### config.mk
export PLATFORM = sky130hd
export DESIGN_NAME = parity_stream_unit
export DESIGN_NICKNAME = d
export VERILOG_FILES = /design/src/rtl/parity_pkg.sv /design/src/rtl/parity_pipe_stage.sv /design/src/rtl/parity_stream_unit.sv
export SDC_FILE = /design/constraint.sdc
export NUM_CORES = 1
export LEC_CHECK = 0
export CAP_MARGIN = 20
export CORE_MARGIN = 2
export CORE_UTILIZATION = 44
export CTS_CLUSTER_DIAMETER = 150
export DETAILED_ROUTE_END_ITERATION = 12
export PLACE_DENSITY_LB_ADDON = 0.15
export SLEW_MARGIN = 0
export SYNTH_ARGS = -nofsm -noshare
export SYNTH_HDL_FRONTEND = slang
export SYNTH_SLANG_ARGS = --single-unit
### constraint.sdc
create_clock -name Clk -period 1.4 [get_ports Clk]
set_input_delay 0.42 -clock Clk [delete_from_list [all_inputs] [get_ports Clk]]
set_output_delay 0.42 -clock Clk [all_outputs]
set_load 0.02 [all_outputs]
### src/rtl/parity_pkg.sv
// Shared constants and helpers for the parity stream unit.
package parity_pkg;

    localparam logic PAR_EVEN = 1'b0;
    localparam logic PAR_ODD  = 1'b1;

    // XOR reduction of a single byte; building block of the parity tree.
    function automatic logic byte_xor(input logic [7:0] b);
        return ^b;
    endfunction

endpackage

### src/rtl/parity_pipe_stage.sv
// Generic valid/ready register slice. Ready is combinational from downstream,
// so a full slice still accepts a word in the cycle its current word leaves.
module parity_pipe_stage #(
    parameter int unsigned W = 8
) (
    input  logic         clk_i,
    input  logic         rst_i,
    input  logic         valid_i,
    output logic         ready_o,
    input  logic [W-1:0] data_i,
    output logic         valid_o,
    input  logic         ready_i,
    output logic [W-1:0] data_o
);

    logic         valid_q, valid_d;
    logic [W-1:0] data_q, data_d;

    // Advance when empty or when the held word is taken downstream.
    always_comb begin
        ready_o = !valid_q || ready_i;
        valid_d = valid_q;
        data_d  = data_q;
        if (ready_o) begin
            valid_d = valid_i;
            if (valid_i) begin
                data_d = data_i;
            end
        end
    end

    // Slice state; reset clears the payload too so outputs read 0.
    always_ff @(posedge clk_i) begin
        if (rst_i) begin
            valid_q <= 1'b0;
            data_q  <= '0;
        end else begin
            valid_q <= valid_d;
            data_q  <= data_d;
        end
    end

    assign valid_o = valid_q;
    assign data_o  = data_q;

endmodule

### src/rtl/parity_stream_unit.sv
// Two-stage pipelined parity generator/checker with saturating error tally.
module parity_stream_unit
    import parity_pkg::*;
#(
    parameter int unsigned DATA_W = 32,
    parameter int unsigned CNT_W  = 8
) (
    input  logic              Clk,
    input  logic              Rst,
    input  logic              In_Valid,
    output logic              In_Ready,
    input  logic [DATA_W-1:0] In_Data,
    input  logic              In_Parity,
    input  logic              Mode_Odd,
    input  logic              Check_En,
    output logic              Out_Valid,
    input  logic              Out_Ready,
    output logic [DATA_W-1:0] Out_Data,
    output logic              Out_Parity,
    output logic              Out_Err,
    output logic [CNT_W-1:0]  Err_Count,
    output logic              Err_Sticky,
    input  logic              Clr_Err
);

    localparam int unsigned NB  = DATA_W / 8;
    localparam int unsigned S1W = DATA_W + 3 + NB;
    localparam int unsigned S2W = DATA_W + 2;

    logic [NB-1:0]     in_part;
    logic [S1W-1:0]    s1_in, s1_out;
    logic [S2W-1:0]    s2_in, s2_out;
    logic              s1_valid, s1_ready;
    logic [DATA_W-1:0] s1_data;
    logic              s1_mode, s1_chk, s1_inpar;
    logic [NB-1:0]     s1_part;
    logic              s2_par, s2_err;
    logic              emit_err;
    logic [CNT_W-1:0]  cnt_q, cnt_d;
    logic              sticky_q, sticky_d;

    // Per-byte XOR partials, registered in S1.
    always_comb begin
        in_part = '0;
        for (int b = 0; b < NB; b++) begin
            in_part[b] = byte_xor(In_Data[8*b +: 8]);
        end
    end

    assign s1_in = {In_Data, Mode_Odd, Check_En, In_Parity, in_part};

    parity_pipe_stage #(.W(S1W)) u_s1 (
        .clk_i   (Clk),
        .rst_i   (Rst),
        .valid_i (In_Valid),
        .ready_o (In_Ready),
        .data_i  (s1_in),
        .valid_o (s1_valid),
        .ready_i (s1_ready),
        .data_o  (s1_out)
    );

    assign s1_data  = s1_out[S1W-1 -: DATA_W];
    assign s1_mode  = s1_out[NB+2];
    assign s1_chk   = s1_out[NB+1];
    assign s1_inpar = s1_out[NB];
    assign s1_part  = s1_out[NB-1:0];

    // Final reduction, mode and check feeding S2.
    always_comb begin
        s2_par = (^s1_part) ^ (s1_mode == PAR_ODD);
        s2_err = s1_chk & (s1_inpar != s2_par);
        s2_in  = {s1_data, s2_par, s2_err};
    end

    parity_pipe_stage #(.W(S2W)) u_s2 (
        .clk_i   (Clk),
        .rst_i   (Rst),
        .valid_i (s1_valid),
        .ready_o (s1_ready),
        .data_i  (s2_in),
        .valid_o (Out_Valid),
        .ready_i (Out_Ready),
        .data_o  (s2_out)
    );

    assign Out_Data   = s2_out[S2W-1:2];
    assign Out_Parity = s2_out[1];
    assign Out_Err    = s2_out[0];

    assign emit_err = Out_Valid & Out_Ready & Out_Err;

    // Clear takes effect before a same-cycle error is counted.
    always_comb begin
        cnt_d    = Clr_Err ? '0 : cnt_q;
        sticky_d = (Clr_Err ? 1'b0 : sticky_q) | emit_err;
        if (emit_err && (cnt_d != {CNT_W{1'b1}})) begin
            cnt_d = cnt_d + CNT_W'(1);
        end
    end

    // Error tally state.
    always_ff @(posedge Clk) begin
        if (Rst) begin
            cnt_q    <= '0;
            sticky_q <= 1'b0;
        end else begin
            cnt_q    <= cnt_d;
            sticky_q <= sticky_d;
        end
    end

    assign Err_Count  = cnt_q;
    assign Err_Sticky = sticky_q;

endmodule

==> flow_metrics.tcl, run 1 <==
set metrics [dict create \
    hold_violations 0 \
    cts.reportedPaths.clkPinSlew_ns 0.08 \
    power_density_nw_per_um2 1100 \
    critical_path_arrival_ns 1.64 \
    synthCells 411 \
    synth.area.top_cells "dfxtp_1, nand2_1, a21oi_1, xnor2_1, buf_2" \
    fin_crit_sh 0.998 \
    pre_cts_slack_ns -0.697 \
    yosys_warnings 0 \
    dr_total_vias 3088 \
    core_um2 7290 \
    timing.hold.ws_ns 0.419 \
    area_growth_pct 37.5 \
    fillers 688 \
    syn_nets 451 \
    rows 31 \
    cts_buffers 9 \
    vdd_drop_max_uv 594 \
    placed_cell_area_um2 4530 \
    seqCellArea_um2 1690 \
    reg2regPathDepth 4 \
    port_buffers 84 \
    io_pins 85 \
    wl_per_cell_um 12.8 \
    via_per_inst 4.92 \
    crit_type "reg2reg" \
    die_area_um2 8310 \
    ys_seq_area_frac 0.503 \
    netlist_area_um2 3340 \
    route.detailed.drc 0 \
    antenna_found_initial 0 \
    final.setup.tns_ns 0 \
    endpoint_kind "flip-flop" \
    worst_slack_ns 0.00255 \
    grt-ovfl-total 0 \
    cp_max_fo 3 \
    antenna_left 0 \
    grt_pass1_vias 2884 \
    final_max_slew_viol_count 0 \
    fin_crit_ns 1.40 \
    design_area_um2 4600 \
    grt_pass1_wl_um 13200 \
    synth_edf_count 0 \
    synthFlopType "dfxtp_1" \
    drive_above_1_share 0.244 \
    required_ns 1.64 \
    wirelength_um 8030 \
    finalPower_mw 5.04 \
    synthArstFlopShare 0 \
    cap_violations 0 \
    synth_cell_type_count 40 \
    grt_max_degree 32 \
    fin_util 0.631 \
    drt-initial-drc-count 91 \
    hpwl_um 5580 \
    insertion_delay_ns 0.35 \
    clockBufferDepth 2 \
    dp.cells 610 \
    hold_class "in2reg" \
    fmax_mhz 716 \
    cts.hold.buffers_added 0 \
    setup_viol 0 \
    finClkSkew_ns 0.00684 \
    antenna_cells 0 \
    ys_ff_latch 84 \
    outcome "finished clean" \
    fin_cells 628 \
    yosysTopAreaCell "dfxtp_1" \
    htreeDepth 3 \
    clockRootBuffer "clkbuf_8" \
    multi_input_area_um2 1580 \
    cts.sinks 84 \
    min_path_cells 2 \
    p_leak_nw 1.85 \
    timing.slew.headroom 0.804 \
    gp_congestion 0.766 \
    cts_tree "yes" \
    rsz0062_at_grt "yes" \
    avgSynthCellArea_um2 8.14 \
    tightest_slew_ns 0.290 \
    die_y_um 91.2 \
    first_pass_iters 5 \
    start_util 0.459 \
    netlist.area_leader.share 0.503 \
    gr-usage-all-layers 0.193 \
    start_kind "flip-flop" \
    fp.dieW_um 91.2 \
    finalNetCount 564 \
]
[layout make-up]
cell class | count | share of cell area
Sequential cell | 84 | 0.368
Multi-Input combinational cell | 296 | 0.343
Timing Repair Buffer | 128 | 0.216
Clock buffer | 10 | 0.0278
Tap cell | 99 | 0.0269
Clock inverter | 6 | 0.0141
Inverter | 5 | 0.00408
[report_power, final]
group | switching (mW) | internal, mW | total [mW]
registers | 0.0544 | 2.49 | 2.55
logic | 0.388 | 0.407 | 0.795
clock network | 0.871 | 0.825 | 1.70
total | 1.31 | 3.72 | 5.04
[final timing paths]
path | startpoint | end | slack (ns)
max | u_s1.data_o[2] | u_s2.data_o[0] | 0.003
min | Rst | u_s1.data_o[2] | 0.42
max reg2reg | u_s1.data_o[2] | u_s2.data_o[0] | 0.003
min reg2reg | u_s2.data_o[9] | u_s2.data_o[9] | 0.45
[Yosys cell counts, types with 2 or more instances]
cell and count:
dfxtp_1 84, clkbuf_1 13, nand2_1 142, or3_1 2
nor2_1 8, buf_2 12, inv_1 5, a21oi_1 75
nor4_1 2, xnor2_1 29, a211oi_1 4, nand4_1 3
a211o_1 2, o211ai_1 2, and2_1 2, and3_1 2
[worst max-delay path: stages, from the launching register on]
cell and delay, ns:
dfxtp_2 0.34, xnor3_1 0.43, xnor2_2 0.23, nor4_1 0.07, a211o_1 0.23
[sequential cells by signal, indices dropped and copies added, names as in the netlist]
signal        flops
u_s1.data_o      39
u_s2.data_o      34
Err_Count         8
Err_Sticky        1
u_s1.valid_o      1
u_s2.valid_o      1
[repair_timing]
action / in CTS / in global routing
resized for setup: 159 / 42
buffers inserted: 0 / 2
pin swaps: 0 / 7
endpoints found under the setup margin: 125 / 36
[cell usage in the layout (no fill, tap or decap), drive strengths merged, types with 2 or more instances in the layout]
cell | netlist | layout
xnor2 | 29 | 29
a21oi | 75 | 75
a211o | 2 | 2
nor4 | 2 | 2
clkbuf | 13 | 11
clkdlybuf4s50 | 0 | 36
o211ai | 2 | 2
nand4 | 4 | 4
clkdlybuf4s15 | 0 | 6
inv | 5 | 5
clkinv | 0 | 4
or3 | 2 | 2
dfxtp | 84 | 84
and2 | 3 | 3
buf | 13 | 85
and3 | 2 | 2
a211oi | 4 | 4
nor2 | 8 | 8
nand2 | 143 | 143
[metal layers]
metal	vias up	wire (um)	track usage
li1	1578	-	-
met1	1425	3700	0.241
met2	80	3910	0.335
met3	5	363	0.0490
met4	0	63	0.0455
met5	-	0	0
[cell families (layout without fill, tap and decap cells)]
| family | Yosys count | in the layout | share of synthesized area |
|---|---|---|---|
| AO/OA/AOI/OAI | 90 | 90 | 0.149 |
| XOR/XNOR | 31 | 31 | 0.0853 |
| buffers and inverters | 31 | 149 | 0.0415 |
| flip-flops | 84 | 84 | 0.503 |
| multiplexers | 1 | 1 | 0.00299 |
| AND/OR/NAND/NOR | 174 | 174 | 0.218 |
Power figures use the tool's default switching activity.
==> inputs of run 2 (changes only) <==
GPL_TIMING_DRIVEN = 0   (was unset)
==> flow_metrics.tcl, run 2 (same netlist as run 1, synthesis figures left out) <==
set metrics [dict create \
    outcome "finished, violations left" \
    violations "negative setup slack" \
    final_common_cell "nand2_1" \
    min_to "Err_Count[6]" \
    final_cell_mix "nand2_1, dfxtp_1, a21oi_1, clkdlybuf4s50_1, buf_2" \
    switching_share 0.262 \
    min_path_cells 2 \
    fmax_mhz 681 \
    antenna_cells 0 \
    p_seq_frac 0.502 \
    insertion_delay_ns 0.34 \
    hold_violations 0 \
    finalNetCount 553 \
    final_max_slew_viol_count 0 \
    antenna_found_initial 0 \
    p_leak_nw 1.89 \
    start_kind "flip-flop" \
    rows 31 \
    die_y_um 91.2 \
    hold_class "in2reg" \
    cts.sinks 84 \
    vdd_drop_max_uv 719 \
    largest_reg_flops 39 \
    grt_pass1_wl_um 14100 \
    p_comb_frac 0.173 \
    rsz0062_at_grt "yes" \
    htreeDepth 3 \
    finClkSkew_ns 0.0107 \
    dr_total_vias 3111 \
    fp.dieW_um 91.2 \
    io_pins 85 \
    core_um2 7290 \
    cp_max_fo 5 \
    power_density_nw_per_um2 1060 \
    first_pass_iters 4 \
    final.setup.tns_ns -0.124 \
    reg2regPathDepth 4 \
    cap_violations 0 \
    clockRootBuffer "clkbuf_8" \
    timing.rr.start "u_s1.data_o[2]" \
    endpoint_kind "output port" \
    drt-initial-drc-count 158 \
    grt_pass1_vias 2973 \
    via_per_inst 5.05 \
    r2r_end "u_s2.data_o[0]" \
    timing.hold.ws_ns 0.276 \
    switchingPower_mw 1.33 \
    timing.slew.headroom 0.799 \
    setup_viol 2 \
    clkPwrFrac 0.325 \
    port_buffers 83 \
    intPower_mw 3.74 \
    area_growth_pct 42.9 \
    dp.cells 593 \
    drive_above_1_share 0.271 \
    wl_per_cell_um 14.3 \
    critical_path_arrival_ns 1.05 \
    cts_buffers 9 \
    cts_tree "yes" \
    fin_util 0.656 \
    fin_crit_sh 1.05 \
    fin_cells 616 \
    wirelength_um 8790 \
    gr-usage-all-layers 0.207 \
    clockBufferDepth 2 \
    required_ns 0.98 \
    crit_type "reg2out" \
    grt_max_degree 14 \
    hold_path_startpoint "Clr_Err" \
    antenna_left 0 \
    gp_congestion 0.779 \
    start_util 0.459 \
    grt-ovfl-total 0 \
    reg2reg_slack_ns -0.06 \
    cts.reportedPaths.clkPinSlew_ns 0.08 \
    tightest_slew_ns 0.297 \
    worst_slack_ns -0.0685 \
    die_area_um2 8310 \
    route.detailed.drc 0 \
    fin_crit_ns 1.47 \
    hpwl_um 6040 \
]
run 2: changes by cell type in the layout (fill, tap and decap cells not counted), moves of 4 or more:
cell | before | now
a21oi_1 | 74 | 69
a21oi_2 | 0 | 6
buf_2 | 40 | 22
buf_4 | 41 | 10
buf_8 | 0 | 5
clkbuf_2 | 1 | 12
clkbuf_4 | 0 | 5
clkdlybuf4s15_2 | 5 | 19
dfxtp_4 | 0 | 4
dlymetal6s2s_1 | 0 | 4
nand2_1 | 142 | 136
xnor2_1 | 28 | 21
xnor2_2 | 1 | 8
run 2: worst max-delay path, stage by stage, from the launching register on:
cell,delay (ns)
dfxtp_4,0.37
nand3b_1,0.16
buf_6,0.18
run 2: layout make-up:
class / count / area (um2)
well taps: 99 / 124
clock buffers: 11 / 131
inverters: 5 / 18.8
plain buffers: 24 / 209
repair buffers: 92 / 838
multi-input cells: 297 / 1700
fillers: 663 / 2510
flip-flops and latches: 84 / 1710
clock inverters: 4 / 51.3
run 2: layer usage:
metal	GRT usage	up-vias	wire, um
met5	0	-	0
met1	0.265	1466	3860
li1	-	1559	-
met4	0.0568	0	80
met3	0.0357	7	440
met2	0.359	79	4400
run 2: power by group through the flow:
| stage | combinational, mW | sequential (mW) | clock, mW |
|---|---|---|---|
| after floorplan | 0.425 | 2.63 | 0 |
| after global placement | 0.741 | 2.60 | 0 |
| after detailed placement | 0.751 | 2.60 | 0 |
| after CTS | 0.770 | 2.55 | 1.67 |
| after global routing | 0.948 | 2.56 | 1.77 |
| final | 0.878 | 2.54 | 1.65 |
run 2: worst max-delay path by stage:
stage	from	to	cells past startpoint	slack (ns)
global placement	Out_Ready	In_Ready	3	-0.80
finish	u_s2.valid_o	In_Ready	2	-0.07
global route	u_s2.valid_o	In_Ready	2	-0.12
floorplan	Clr_Err	Err_Count[4]	5	-0.07
detailed placement	Out_Ready	In_Ready	3	-0.80
CTS	u_s2.valid_o	In_Ready	2	-0.07
run 2: per-stage QoR:
| step | setup WS (ns) | instance area, um2 | power (mW) |
|---|---|---|---|
| floorplan | -0.0722 | 3400 | 3.05 |
| global placement | -0.795 | 4350 | 3.34 |
| detailed placement | -0.801 | 4350 | 3.35 |
| CTS | -0.0668 | 4590 | 4.98 |
| global route | -0.119 | 4780 | 5.28 |
| finish | -0.0685 | 4780 | 5.07 |
run 2: what timing repair did:
item	in CTS	in global routing
gates resized for setup	169	83
cloned	0	3
pin swaps	0	14
buffers inserted	1	6
setup endpoints to repair	128	86
hold buffers	0	0
==> inputs of run 3 (changes only) <==
REMOVE_ABC_BUFFERS = 1   (was unset)
SLEW_MARGIN = 20   (was 0)
==> flow_metrics.tcl, run 3 (same netlist as run 1, synthesis figures left out) <==
set metrics [dict create \
    crit_end "In_Ready" \
    outcome "finished, violations left" \
    p_seq_frac 0.460 \
    cts.hold.buffers_added 0 \
    hold_class "in2reg" \
    clockRootBuffer "clkbuf_8" \
    wirelength_um 8190 \
    grt_max_degree 56 \
    insertion_delay_ns 0.35 \
    p_comb_frac 0.131 \
    port_buffers 84 \
    io_pins 85 \
    seqCellArea_um2 1700 \
    antenna_left 0 \
    die_y_um 91.2 \
    tightest_slew_ns 0.391 \
    dr_total_vias 3010 \
    cts.reportedPaths.clkPinSlew_ns 0.09 \
    grt_pass1_wl_um 13300 \
    timing.hold.ws_ns 0.363 \
    route.detailed.drc 0 \
    worst_slack_ns -0.107 \
    clkPwrFrac 0.410 \
    start_util 0.459 \
    multi_input_area_um2 1620 \
    cap_violations 0 \
    final_max_slew_viol_count 0 \
    final_common_cell "nand2_1" \
    vdd_drop_max_uv 612 \
    hold_violations 0 \
    rows 31 \
    setup_viol 3 \
    reg2regPathDepth 4 \
    clockBufferDepth 2 \
    crit_path_cell_trace "nand3b_1 -> buf_6" \
    fin_util 0.622 \
    critPathSlowestCell "dfxtp_2" \
    largest_reg_flops 39 \
    gp_congestion 0.870 \
    grt_pass1_vias 2937 \
    cp.depth 2 \
    fmax_mhz 664 \
    cts.sinks 84 \
    final_cell_mix "nand2_1, dfxtp_1, a21oi_1, clkdlybuf4s50_1, buf_2" \
    timing.slew.headroom 0.740 \
    placed_cell_area_um2 4230 \
    intPower_mw 4.25 \
    finClkSkew_ns 0.0103 \
    hpwl_um 4830 \
    design_area_um2 4540 \
    slowest_delay_ns 0.37 \
    crit_start "u_s2.valid_o" \
    die_area_um2 8310 \
    timing.rr.start "u_s2.valid_o" \
    first_pass_iters 4 \
    crit_family "flip-flops" \
    p_leak_nw 1.77 \
    gr-usage-all-layers 0.198 \
    worstPathBufferInverterCount 1 \
    drt-initial-drc-count 106 \
    via_per_inst 5.05 \
    core_um2 7290 \
    switching_share 0.230 \
    cts_buffers 9 \
    drive_above_1_share 0.199 \
    antenna_cells 0 \
    r2r_end "u_s2.data_o[0]" \
    fin_crit_sh 1.08 \
    fin_crit_ns 1.51 \
    grt-ovfl-total 0 \
    finalNetCount 532 \
    violations "negative setup slack" \
    wl_per_cell_um 13.7 \
    power_density_nw_per_um2 1220 \
    fillers 693 \
    rsz0062_at_grt "yes" \
    endpoint_kind "output port" \
    critical_path_arrival_ns 1.09 \
    fp.dieW_um 91.2 \
    area_growth_pct 35.7 \
    antenna_found_initial 0 \
    required_ns 0.98 \
    htreeDepth 3 \
    reg2reg_slack_ns -0.02 \
    crit_type "reg2out" \
    cts_tree "yes" \
    switchingPower_mw 1.27 \
    cp_max_fo 4 \
    start_kind "flip-flop" \
]
run 3: cell types whose count changed in the layout (fill, tap and decap cells not counted), sizes merged, moves of 2 or more:
cell / change
buf: +6
clkbuf: -18
clkdlybuf4s50: +2
bufinv: +3
clkdlybuf4s15: -8
clkinv: -2
dlymetal6s2s: -3
run 3: metal layers:
layer / share of wire / vias to the layer above / track usage / wire length (um)
li1: - / 1517 / - / -
met2: 0.48 / 76 / 0.351 / 3970
met3: 0.058 / 11 / 0.0357 / 472
met5: 0 / - / 0 / 0
met1: 0.44 / 1406 / 0.236 / 3620
met4: 0.016 / 0 / 0.0758 / 128
run 3: area by class of cell:
cell class / count / share of cell area
Timing Repair Buffer: 95 / 0.177
Clock buffer: 12 / 0.0320
Inverter: 5 / 0.00414
Sequential cell: 84 / 0.375
Tap cell: 99 / 0.0273
Clock inverter: 4 / 0.0265
Multi-Input combinational cell: 297 / 0.358
run 3: what timing repair did:
action | CTS | global route
resized for setup | 173 | 39
buffers inserted | 5 | 4
pin swaps | 2 | 5
cloned | 1 | 0
setup endpoints to repair | 126 | 64
run 3: worst min path at each step:
stage | from | to | depth (start not counted)
global route | Clr_Err | Err_Count[6] | 2
finish | Clr_Err | Err_Count[6] | 2
global placement | u_s1.data_o[7] | u_s2.data_o[2] | 2
floorplan | u_s1.data_o[15] | u_s2.data_o[10] | 2
detailed placement | u_s1.data_o[25] | u_s2.data_o[20] | 2
CTS | Rst | Err_Sticky | 2
run 3: through the flow:
step                setup TNS [ns]  instances  setup WS, ns  power [mW]
floorplan                   -19.27        385        -0.470        2.97
global placement           -161.11        568         -2.27        3.28
detailed placement          -56.46        570        -0.874        3.30
CTS                         -0.253        592        -0.160        5.58
global route                -0.396        596        -0.136        5.74
finish                      -0.202        596        -0.107        5.53
run 3: power by group through the flow:
stage	Combinational, mW	Sequential [mW]	Clock [mW]
floorplan	0.345	2.63	0
global placement	0.677	2.60	0
detailed placement	0.694	2.60	0
CTS	0.735	2.54	2.30
global route	0.782	2.55	2.40
finish	0.723	2.54	2.26
